## src/rtl/burst_ram_if.sv

```systemverilog
// Request/response bundle for burst_ram: request strobe with burst
// descriptor and write data in, ready/read data/done back out.
interface burst_ram_if #(
  parameter int ADDR_BITS  = 5,
  parameter int BURST_BITS = 3,
  parameter int RAM_BITS   = 8
);
  logic                  REQ;
  logic                  REQ_WRITE;
  logic [ADDR_BITS-1:0]  REQ_ADDR;
  logic [BURST_BITS-1:0] REQ_LEN;
  logic [RAM_BITS-1:0]   DATA_IN;
  logic                  READY;
  logic [RAM_BITS-1:0]   DATA_OUT;
  logic                  DATA_OUT_VALID;
  logic                  DONE;

  modport master (
    output REQ, REQ_WRITE, REQ_ADDR, REQ_LEN, DATA_IN,
    input  READY, DATA_OUT, DATA_OUT_VALID, DONE
  );

  modport slave (
    input  REQ, REQ_WRITE, REQ_ADDR, REQ_LEN, DATA_IN,
    output READY, DATA_OUT, DATA_OUT_VALID, DONE
  );
endinterface

```

## src/rtl/burst_ram.sv

```systemverilog
// Single-port burst RAM. After reset the array is zeroed one word per
// cycle (CLEAR), then bursts of up to 2**BURST_BITS words are served.
// Write bursts store the first word on the accepting edge; read bursts
// return registered data starting the second cycle after acceptance.
module burst_ram #(
  parameter int RAM_LOCATIONS = 32,
  parameter int RAM_BITS      = 8,
  parameter int ADDR_BITS     = 5,
  parameter int BURST_BITS    = 3
) (
  input  logic       clk,
  input  logic       RESET_N,
  burst_ram_if.slave bus
);

  typedef enum logic [1:0] {CLEAR, IDLE, WRITE, READ} state_t;

  state_t                state, state_nxt;
  logic [ADDR_BITS-1:0]  clr_cnt;
  logic [ADDR_BITS-1:0]  addr;     // next burst address
  logic [BURST_BITS-1:0] rem;      // words left after the current one
  logic [RAM_BITS-1:0]   mem [RAM_LOCATIONS];
  logic [RAM_BITS-1:0]   dout;
  logic                  dout_vld;
  logic                  done;

  logic                  accept;
  logic                  we;
  logic [ADDR_BITS-1:0]  waddr;
  logic [RAM_BITS-1:0]   wdata;

  assign bus.READY          = (state == IDLE);
  assign bus.DATA_OUT       = dout;
  assign bus.DATA_OUT_VALID = dout_vld;
  assign bus.DONE           = done;

  // State register; reset restarts the zero-fill sweep.
  always_ff @(posedge clk or negedge RESET_N) begin
    if (!RESET_N) state <= CLEAR;
    else          state <= state_nxt;
  end

  // Next state, acceptance and the single memory write port.
  always_comb begin
    state_nxt = state;
    accept    = 1'b0;
    we        = 1'b0;
    waddr     = addr;
    wdata     = bus.DATA_IN;
    case (state)
      CLEAR: begin
        we    = 1'b1;
        waddr = clr_cnt;
        wdata = '0;
        if (clr_cnt == ADDR_BITS'(RAM_LOCATIONS - 1)) state_nxt = IDLE;
      end
      IDLE: begin
        if (bus.REQ) begin
          accept = 1'b1;
          if (bus.REQ_WRITE) begin
            // first word lands on the accepting edge
            we    = 1'b1;
            waddr = bus.REQ_ADDR;
            if (bus.REQ_LEN != '0) state_nxt = WRITE;
          end else begin
            state_nxt = READ;
          end
        end
      end
      WRITE: begin
        we = 1'b1;
        if (rem == BURST_BITS'(1)) state_nxt = IDLE;
      end
      READ: begin
        if (rem == '0) state_nxt = IDLE;
      end
      default: state_nxt = CLEAR;
    endcase
  end

  // Memory array; zero-fill comes through the same write port.
  always_ff @(posedge clk) begin
    if (we) mem[waddr] <= wdata;
  end

  // Burst address/length tracking, registered read data and done pulse.
  always_ff @(posedge clk or negedge RESET_N) begin
    if (!RESET_N) begin
      clr_cnt  <= '0;
      addr     <= '0;
      rem      <= '0;
      dout     <= '0;
      dout_vld <= 1'b0;
      done     <= 1'b0;
    end else begin
      dout_vld <= 1'b0;
      done     <= 1'b0;
      case (state)
        CLEAR: clr_cnt <= clr_cnt + ADDR_BITS'(1);
        IDLE: begin
          if (accept) begin
            // writes already consumed the start address this edge
            addr <= bus.REQ_ADDR + ADDR_BITS'(bus.REQ_WRITE);
            rem  <= bus.REQ_LEN;
            done <= bus.REQ_WRITE && (bus.REQ_LEN == '0);
          end
        end
        WRITE: begin
          addr <= addr + ADDR_BITS'(1);
          rem  <= rem - BURST_BITS'(1);
          done <= (rem == BURST_BITS'(1));
        end
        READ: begin
          dout     <= mem[addr];
          dout_vld <= 1'b1;
          addr     <= addr + ADDR_BITS'(1);
          rem      <= rem - BURST_BITS'(1);
          done     <= (rem == '0);
        end
        default: ;
      endcase
    end
  end

endmodule

```

## src/flat_wrapper.sv

```systemverilog
// flat-port wrapper written by rule: the top's interface ports become plain ports
module burst_ram_flat 
#(
  parameter int RAM_LOCATIONS = 32,
  parameter int RAM_BITS      = 8,
  parameter int ADDR_BITS     = 5,
  parameter int BURST_BITS    = 3
)
  (clk, RESET_N, bus_REQ, bus_REQ_WRITE, bus_REQ_ADDR, bus_REQ_LEN, bus_DATA_IN, bus_READY, bus_DATA_OUT, bus_DATA_OUT_VALID, bus_DONE);
  burst_ram_if #(.ADDR_BITS(ADDR_BITS), .BURST_BITS(BURST_BITS), .RAM_BITS(RAM_BITS)) bus_i ();
  input  logic clk;
  input  logic RESET_N;
  input wire logic [$bits(bus_i.REQ)-1:0] bus_REQ;
  input wire logic [$bits(bus_i.REQ_WRITE)-1:0] bus_REQ_WRITE;
  input wire logic [$bits(bus_i.REQ_ADDR)-1:0] bus_REQ_ADDR;
  input wire logic [$bits(bus_i.REQ_LEN)-1:0] bus_REQ_LEN;
  input wire logic [$bits(bus_i.DATA_IN)-1:0] bus_DATA_IN;
  output wire logic [$bits(bus_i.READY)-1:0] bus_READY;
  output wire logic [$bits(bus_i.DATA_OUT)-1:0] bus_DATA_OUT;
  output wire logic [$bits(bus_i.DATA_OUT_VALID)-1:0] bus_DATA_OUT_VALID;
  output wire logic [$bits(bus_i.DONE)-1:0] bus_DONE;
  assign bus_i.REQ = bus_REQ;
  assign bus_i.REQ_WRITE = bus_REQ_WRITE;
  assign bus_i.REQ_ADDR = bus_REQ_ADDR;
  assign bus_i.REQ_LEN = bus_REQ_LEN;
  assign bus_i.DATA_IN = bus_DATA_IN;
  assign bus_READY = bus_i.READY;
  assign bus_DATA_OUT = bus_i.DATA_OUT;
  assign bus_DATA_OUT_VALID = bus_i.DATA_OUT_VALID;
  assign bus_DONE = bus_i.DONE;
  burst_ram #(.RAM_LOCATIONS(RAM_LOCATIONS), .RAM_BITS(RAM_BITS), .ADDR_BITS(ADDR_BITS), .BURST_BITS(BURST_BITS)) u_core (.clk(clk), .RESET_N(RESET_N), .bus(bus_i));
endmodule
```

## config.mk

```make
export PLATFORM = sky130hd
export DESIGN_NAME = burst_ram_flat
export DESIGN_NICKNAME = d
export VERILOG_FILES = /design/src/rtl/burst_ram_if.sv /design/src/rtl/burst_ram.sv /design/src/flat_wrapper.sv
export SDC_FILE = /design/constraint.sdc
export NUM_CORES = 1
export LEC_CHECK = 0
export CAP_MARGIN = 20
export CORE_MARGIN = 2
export CORE_UTILIZATION = 55
export DETAILED_ROUTE_END_ITERATION = 8
export HOLD_SLACK_MARGIN = 0.02
export PLACE_DENSITY = 0.72
export SYNTH_ARGS = -nofsm -noshare
export SYNTH_HDL_FRONTEND = slang
export SYNTH_SLANG_ARGS = --single-unit
```

## constraint.sdc

```tcl
create_clock -name clk -period 2.8 [get_ports clk]
set_clock_uncertainty 0.2 [all_clocks]
set_input_delay 0.56 -clock clk [delete_from_list [all_inputs] [get_ports clk]]
set_output_delay 0.56 -clock clk [all_outputs]
set_load 0.01 [all_outputs]
```

Word-level counts from Yosys, hierarchy flattened
Memory sizes are Yosys's and may differ from the RTL's. A register that Yosys moved wholly into a read port is not among the register bits. Index checks and enable logic that the tools add are counted.

Reduce and logical (&&, ||, !) cells: 11. Mux-type cells: 25. Equality and inequality tests: 11. Add/subtract/negate cells: 4.

Operators by type and width (count): $pmux 5 s2 (2); $mux 5 (3); $mux 2 (6); $add 5x1->5 const B (2); $mux 1 (8); $mux 8 (1); $ne 2x1->1 const B (4); $pmux 2 s4 (1); $logic_not 3->1 (2); $pmux 3 s2 (1); $add 5x1->5 (1); $eq 5x5->1 const B (1); $reduce_and 5->1 (1); $eq 2x2->1 const B (2); $reduce_or 2->1 (2); $eq 3x1->1 const B (1); $mux 3 (1); $ne 3x2->1 const B (1); $pmux 1 s3 (1); $reduce_bool 3->1 (1); $sub 3x1->3 const B (1); $eq 2x1->1 const B (1); $logic_not 2->1 (1); $ne 2x2->1 const B (1); 5 further kinds (5).

Output and inout port bits: 11. Memories: 1. Bits in writable memories: 256. Bits in registers: 17.

Memories: u_core.mem (words 32, width 8, rd ports 1, clocked after Yosys merged registers in 1, write ports 1, RTL line burst_ram.sv:22) `logic [RAM_BITS-1:0] mem [RAM_LOCATIONS];`.

Longest topological paths before layout
Gate-level depths: netlist of the first run.

Depth in word-level cells: 5. Gate-level depth with buffers: 8.

Worst setup path before layout of the first run
No wires, ideal clock.

Kind: input -> register. Start point: input port bus_REQ. End point: memory u_core.mem[7][0] (enable). Cell stages on the path: 5. Path buffers: 1. Slack: 0.057 ns. Arrival time: 2.160 ns. Data required time: 2.217 ns. Library setup time: 0.383 ns. Cell sequence: clkbuf_1 nand3_1 a31o_1 o31a_1 nor3_1.

Word-level cells in the longest chain between the ends: 4. Elaborated cells between the ends (all ways): 6. Those cells by class: mux: 6.

RTL lines: start: declaration (RTL line flat_wrapper.sv:13) `input wire logic [$bits(bus_i.REQ)-1:0] bus_REQ;`; $mux 1 (RTL line burst_ram.sv:58) `if (bus.REQ) begin`; $pmux 1 s2 (RTL line burst_ram.sv:50) `case (state)`; $mux 1 (RTL line burst_ram.sv:83) `if (we) mem[waddr] <= wdata;`; $mux 1 (not written as such) (RTL line burst_ram.sv:83); end: declaration (RTL line burst_ram.sv:22).

Several ways; a longest one is shown, not always the timed one.

Worst setup path in the final report of the first run
Start point: register u_core.state[0]. End point: output port bus_READY.

Word-level cells in the longest chain between the ends: 1.

RTL lines: start: declaration (RTL line burst_ram.sv:18) `state_t state, state_nxt;`; start signal: assignment (RTL line burst_ram.sv:40) `else state <= state_nxt;`; $eq 2x1->1 (RTL line burst_ram.sv:32) `assign bus.READY = (state == IDLE);`; end: declaration (RTL line flat_wrapper.sv:18) `output wire logic [$bits(bus_i.READY)-1:0] bus_READY;`.

Every way passes these cells.

==> metrics.csv, run 1 <==
metric,value,unit
avgSynthCellArea,16.8,sq um
rows,53,
cp_max_fo,14,
netlist_area,11600,sq um
use_met3,2.69,%
top_usage_layer,met2,
cp-start-kind,flip-flop,
first_global_vias,6669,
ir_worst_vdd,0.713,mV
timing_hold_violations_final,0,
hold_buffers,0,
combPwrFrac,34.5,%
vias,6645,
synth_nets,717,
worst_slack,0.0971,ns
avgRoutedWirePerCell,23.8,microns
n_antenna_cell,0,
synthFlopType,edfxtp_1,
synth.top_cell.area_share,66.2,%
maxCapViolCount,0,
final_antenna_net_count,0,
syn_to_final_growth,16.6,%
dp_hpwl,16300,microns
post-place-ws,-0.425,ns
seqPwrFrac,40.8,%
layout-drive-gt1-share,21.0,%
synth_cell_types,54,
initial_core_util,55.6,%
seq_area,8320,sq um
htreeDepth,1,
place_congestion,0.940,
setup_viol,0,
clk_pin_slew,0.06,ns
cts_made_buffers,27,
synth_edf_count,256,
fin_area,13500,sq um
p_leak,4.77,nW
multiInputGateArea,3080,sq um
synth_warnings,0,
dieArea,22300,sq um
rsz0062_at_grt,no,
worstMarginPinSlew,0.768,ns
synth_common_cells,"edfxtp_1, mux2i_1, a22oi_1, nor3_1",
fmax,370,MHz
worst-setup-path-type,flip-flop to output port,
cp.arrival,1.94,ns
dr.pass1.iters,5,
grt_usage,23.5,%
post-route-util,64.8,%
synthTopCellsByArea,"edfxtp_1, mux2i_1, dfrtp_1",
swShare,33.2,%
clockPowerShare,24.7,%
hold_class,input pin to asynchronous set/reset pin,
cp_cell_sequence,buf_4 -> nand2_1 -> inv_1 -> clkdlybuf4s50_1,
antenna_found_initial,0,
holdWs,0.280,ns
port-buffer-count,30,
vias_per_cell,6.15,
fill_cells,1451,
switching_power,4.63,mW
grt_use_met1,31.9,%
drcViolationCount,0,
coreArea,20900,sq um
drv_slew,0,
place_inst,1026,
status,finished clean,
grt_max_degree,65,
cp-startpoint,u_core.state[0],
cp_top_family,buffers and inverters,
end_kind,output port,
die_w,149,microns
yosysSeqAreaShare,71.6,%
grt.overflow.total,0,
stdcell_count,1080,
io_pins,31,
routed_wl,25700,microns
cts_tree,done,
synth_cells,689,
crit_buf_inv,3,
cts_root_buf,clkbuf_16,
slew_headroom,48.7,%
die_y,149,microns
timing.rr.start,u_core.addr[0],
grt_pass1_wl,38800,microns
grt.met2_usage,40.4,%
fin_nets,812,
powerDensity,1030,nW/um^2
synth-seq-cells,281,
clock-sinks,281,
crit_required,2.04,ns
clockBufferDepth,3,
slowest_delay,0.54,ns
placed_cell_area,12700,sq um
synth_top_area_cell,edfxtp_1,
min_period,2.70,ns
min_period_over_period,96.5,%
worst_skew_pair.late_latency,0.53,ns
first_iter_violations,625,
yosysMostFrequentCell,edfxtp_1,
crit_slowest_cell,clkdlybuf4s50_1,
power.internal,9.30,mW
synthArstFlopShare,8.90,%
[worst paths after layout]
kind                       cells past startpoint  slack, ns                endpoint
setup reg to reg                               5       0.14  u_core.bus.DATA_OUT[6]
max in group asynchronous                      2       1.47  u_core.bus.DATA_OUT[4]
setup / recovery                               4        0.1               bus_READY
min in group clk                               1       0.31       u_core.clr_cnt[3]
hold / removal                                 1       0.28       u_core.clr_cnt[3]
hold reg to reg                                1       0.31       u_core.clr_cnt[3]
[power groups by stage]
stage,logic [mW],clock network [mW],registers [mW]
2_1_floorplan,3.13,0,5.56
3_3_place_gp,4.56,0,5.75
3_5_place_dp,4.68,0,5.78
4_1_cts,4.70,3.48,5.70
5_1_grt,5.14,3.63,5.73
6_report,4.80,3.43,5.69
[sequential cells by signal (all words and copies together) (netlist names)]
name	count
u_core.bus.DATA_OUT_VALID	1
u_core.state	2
u_core.mem	256
u_core.clr_cnt	5
u_core.bus.DATA_OUT	8
u_core.rem	3
u_core.addr	5
u_core.bus.DONE	1
[placed cells by master, fill, tap and decap left out, types with 3 or more instances in the layout]
master	n
nor4_1	8
nand3_1	8
a22oi_1	33
mux4_2	24
ha_1	8
a31oi_1	5
a21oi_1	24
mux2i_1	84
and3_1	4
nand2_1	9
clkdlybuf4s50_1	30
a211oi_1	3
buf_4	79
nor3_1	33
inv_1	4
o21ai_1	8
clkinv_1	7
nor2_1	15
nor2b_1	3
nand2b_1	11
clkbuf_16	27
nor2b_2	8
nand4_1	3
clkbuf_1	6
mux2_2	10
nand3b_1	3
dfrtp_1	22
xnor2_1	7
a221oi_1	15
clkinv_2	6
edfxtp_1	256
[stage by stage]
stage / total power [mW] / setup TNS (ns)
after floorplan: 8.70 / 0
after global placement: 10.3 / -67.50
after detailed placement: 10.5 / -73.27
after CTS: 13.9 / 0
after global routing: 14.5 / 0
final: 13.9 / 0
[layout make-up]
cell class | instances | area share (%)
inverter | 6 | 0.176
tap | 275 | 2.54
timing repair buffer | 112 | 6.95
sequential | 281 | 61.5
multi-input combinational | 356 | 22.7
clock buffer | 33 | 5.16
clock inverter | 17 | 1.01
[what timing repair did]
item / CTS / global route
gates resized for setup: 3 / 2
endpoints found under the hold margin: 0 / 0
gates cloned: 0 / 0
buffers inserted: 0 / 2
endpoints found under the setup margin: 1 / 81
[cell families (layout without fill, tap and decap cells)]
logic type | Yosys count | count (layout) | synth area share, %
AOI/OAI and AO/OA | 110 | 110 | 6.74
and+or+nand+nor | 111 | 111 | 5.11
adders and majority gates | 8 | 8 | 0.862
xor gates and xnor gates | 9 | 9 | 0.679
muxes | 118 | 118 | 12.9
buffers and inverters | 52 | 168 | 2.13
DFF | 281 | 281 | 71.6
[routing by layer]
layer / wire length [microns] / vias up / share of wire (%)
met4: 759 / 0 / 3.0
li1: - / 2962 / -
met1: 10600 / 3352 / 41
met5: 0 / - / 0
met3: 1490 / 51 / 5.8
met2: 12800 / 280 / 50
No activity file was read; power rests on OpenSTA's default activity.
==> inputs of run 2 (changes only) <==
--- a/config.mk
+++ b/config.mk
@@ -11,6 +11,7 @@
 export DETAILED_ROUTE_END_ITERATION = 8
 export HOLD_SLACK_MARGIN = 0.02
 export PLACE_DENSITY = 0.72
+export RECOVER_POWER = 50
 export SYNTH_ARGS = -nofsm -noshare
 export SYNTH_HDL_FRONTEND = slang
 export SYNTH_SLANG_ARGS = --single-unit
==> metrics.csv, run 2 (synthesis results as in run 1) <==
metric,value,unit,change
io_pins,31,,unchanged
die_y,149,microns,unchanged
die_w,149,microns,unchanged
fill_cells,1458,,+0.48%
multiInputGateArea,3080,sq um,unchanged
seq_area,8320,sq um,unchanged
ir_worst_vdd,0.713,mV,about the same
drv_slew,0,,unchanged
cp_max_fo,14,,unchanged
rsz0062_at_grt,no,,
min_period_over_period,95.9,%,-0.59 points
fmax,372,MHz,+0.61%
final_antenna_net_count,0,,unchanged
first_iter_violations,582,,-6.9%
worst-setup-path-type,flip-flop to output port,,
slew_headroom,44.5,%,-4.1 points
timing.rr.start,u_core.state[0],,
min_period,2.69,ns,-0.0164 ns
fin_nets,812,,unchanged
vias_per_cell,6.15,,unchanged
clock-sinks,281,,unchanged
clk_pin_slew,0.06,ns,about the same
grt_pass1_wl,38800,microns,unchanged
rows,53,,unchanged
place_congestion,0.940,,unchanged
place_inst,1026,,unchanged
largest_register,u_core.mem,,
setup_viol,0,,unchanged
status,finished clean,,
grt_max_degree,65,,unchanged
coreArea,20900,sq um,unchanged
vias,6645,,unchanged
antenna_found_initial,0,,unchanged
end_kind,output port,,
post-route-util,64.6,%,-0.17 points
final_common_cell,edfxtp_1,,
grt.overflow.total,0,,unchanged
drcViolationCount,0,,unchanged
port-buffer-count,30,,unchanged
hold_class,flip-flop to flip-flop,,
worstMarginPinSlew,0.832,ns,+0.0644 ns
n_antenna_cell,0,,unchanged
dr.pass1.iters,7,,+2
stdcell_count,1080,,unchanged
cp-startpoint,u_core.state[0],,
cts_tree,done,,
power.total,13.9,mW,-0.15%
dp_hpwl,16300,microns,unchanged
cts_root_buf,clkbuf_16,,
cp.arrival,1.93,ns,about the same
routed_wl,25600,microns,-0.14%
htreeDepth,1,,unchanged
worst_skew_pair.late_latency,0.53,ns,about the same
holdWs,0.309,ns,+0.0288 ns
timing_hold_violations_final,0,,unchanged
layout_common_cells,"edfxtp_1, mux2i_1, buf_4, a22oi_1, nor3_1",,
crit_required,2.04,ns,about the same
initial_core_util,55.6,%,unchanged
grt_usage,23.5,%,unchanged
clockBufferDepth,3,,unchanged
dieArea,22300,sq um,unchanged
largest_reg_flops,256,,unchanged
p_leak,4.74,nW,-0.49%
worstHoldStart,u_core.clr_cnt[3],,
maxCapViolCount,0,,unchanged
avgRoutedWirePerCell,23.7,microns,-0.14%
cp-start-kind,flip-flop,,
powerDensity,1030,nW/um^2,+0.12%
layout-drive-gt1-share,20.4,%,-0.62 points
syn_to_final_growth,16.3,%,
cts_made_buffers,27,,unchanged
first_global_vias,6669,,unchanged
## run 2: changes by cell type in the layout (fill, tap and decap cells not counted), moves of 2 or more
cell	change
clkbuf_1	+5
clkdlybuf4s50_1	-3
dlygate4sd3_1	+3
buf_4	-13
buf_2	+5
clkbuf_2	+2
## run 2: path summary, 6_finish.rpt
path                                     endpoint  slack, ns  depth (start not counted)
max                                     bus_READY       0.11                          4
min                             u_core.clr_cnt[3]       0.31                          1
max reg2reg                     u_core.mem[22][3]       0.15                          5
min reg2reg                     u_core.clr_cnt[3]       0.31                          1
max in group asynchronous  u_core.bus.DATA_OUT[4]       1.07                          2
min in group asynchronous       u_core.clr_cnt[3]       0.35                          1
## run 2: metal layers
metal | vias up | GRT usage, % | part of all wire (%)
met5 | - | 0 | 0
met4 | 0 | 7.43 | 3.1
met3 | 53 | 2.69 | 6.3
met2 | 281 | 40.4 | 50
met1 | 3355 | 31.9 | 41
li1 | 2956 | - | -
## run 2: power breakdown
group / switching (mW) / total [mW] / internal [mW]
Sequential: 0.370 / 5.69 / 5.32
Combinational: 2.78 / 4.78 / 2.00
Clock: 1.47 / 3.43 / 1.96
## run 2: worst max-delay path, cell delays in order, from the launching register on
cell,delay [ns]
dfrtp_2,0.48
buf_4,0.21
nand2_1,0.08
inv_1,0.08
clkdlybuf4s50_1,0.54
## run 2: area by class of cell
cell class                 count  share of cell area (%)
inverter                       6                   0.176
tap                          275                    2.55
sequential                   281                    61.6
clock inverter                17                    1.01
timing repair buffer         112                    6.70
multi-input combinational    356                    22.8
clock buffer                  33                    5.17
## run 2: per-stage QoR
| stage | TNS (ns) | worst slack [ns] | area, sq um |
|---|---|---|---|
| floorplan | 0 | 0.0570 | 11600 |
| finish | 0 | 0.114 | 13500 |
| detailed placement | -73.27 | -0.425 | 12700 |
| global route | 0 | 0.0139 | 13500 |
| global placement | -67.50 | -0.489 | 12700 |
| CTS | 0 | 0.00478 | 13500 |
## run 2: timing repair
item / CTS / global route
hold buffers: 0 / 0
buffers inserted: 0 / 2
resized for setup: 3 / 2
setup endpoints to repair: 1 / 81
pin swaps: 0 / 0
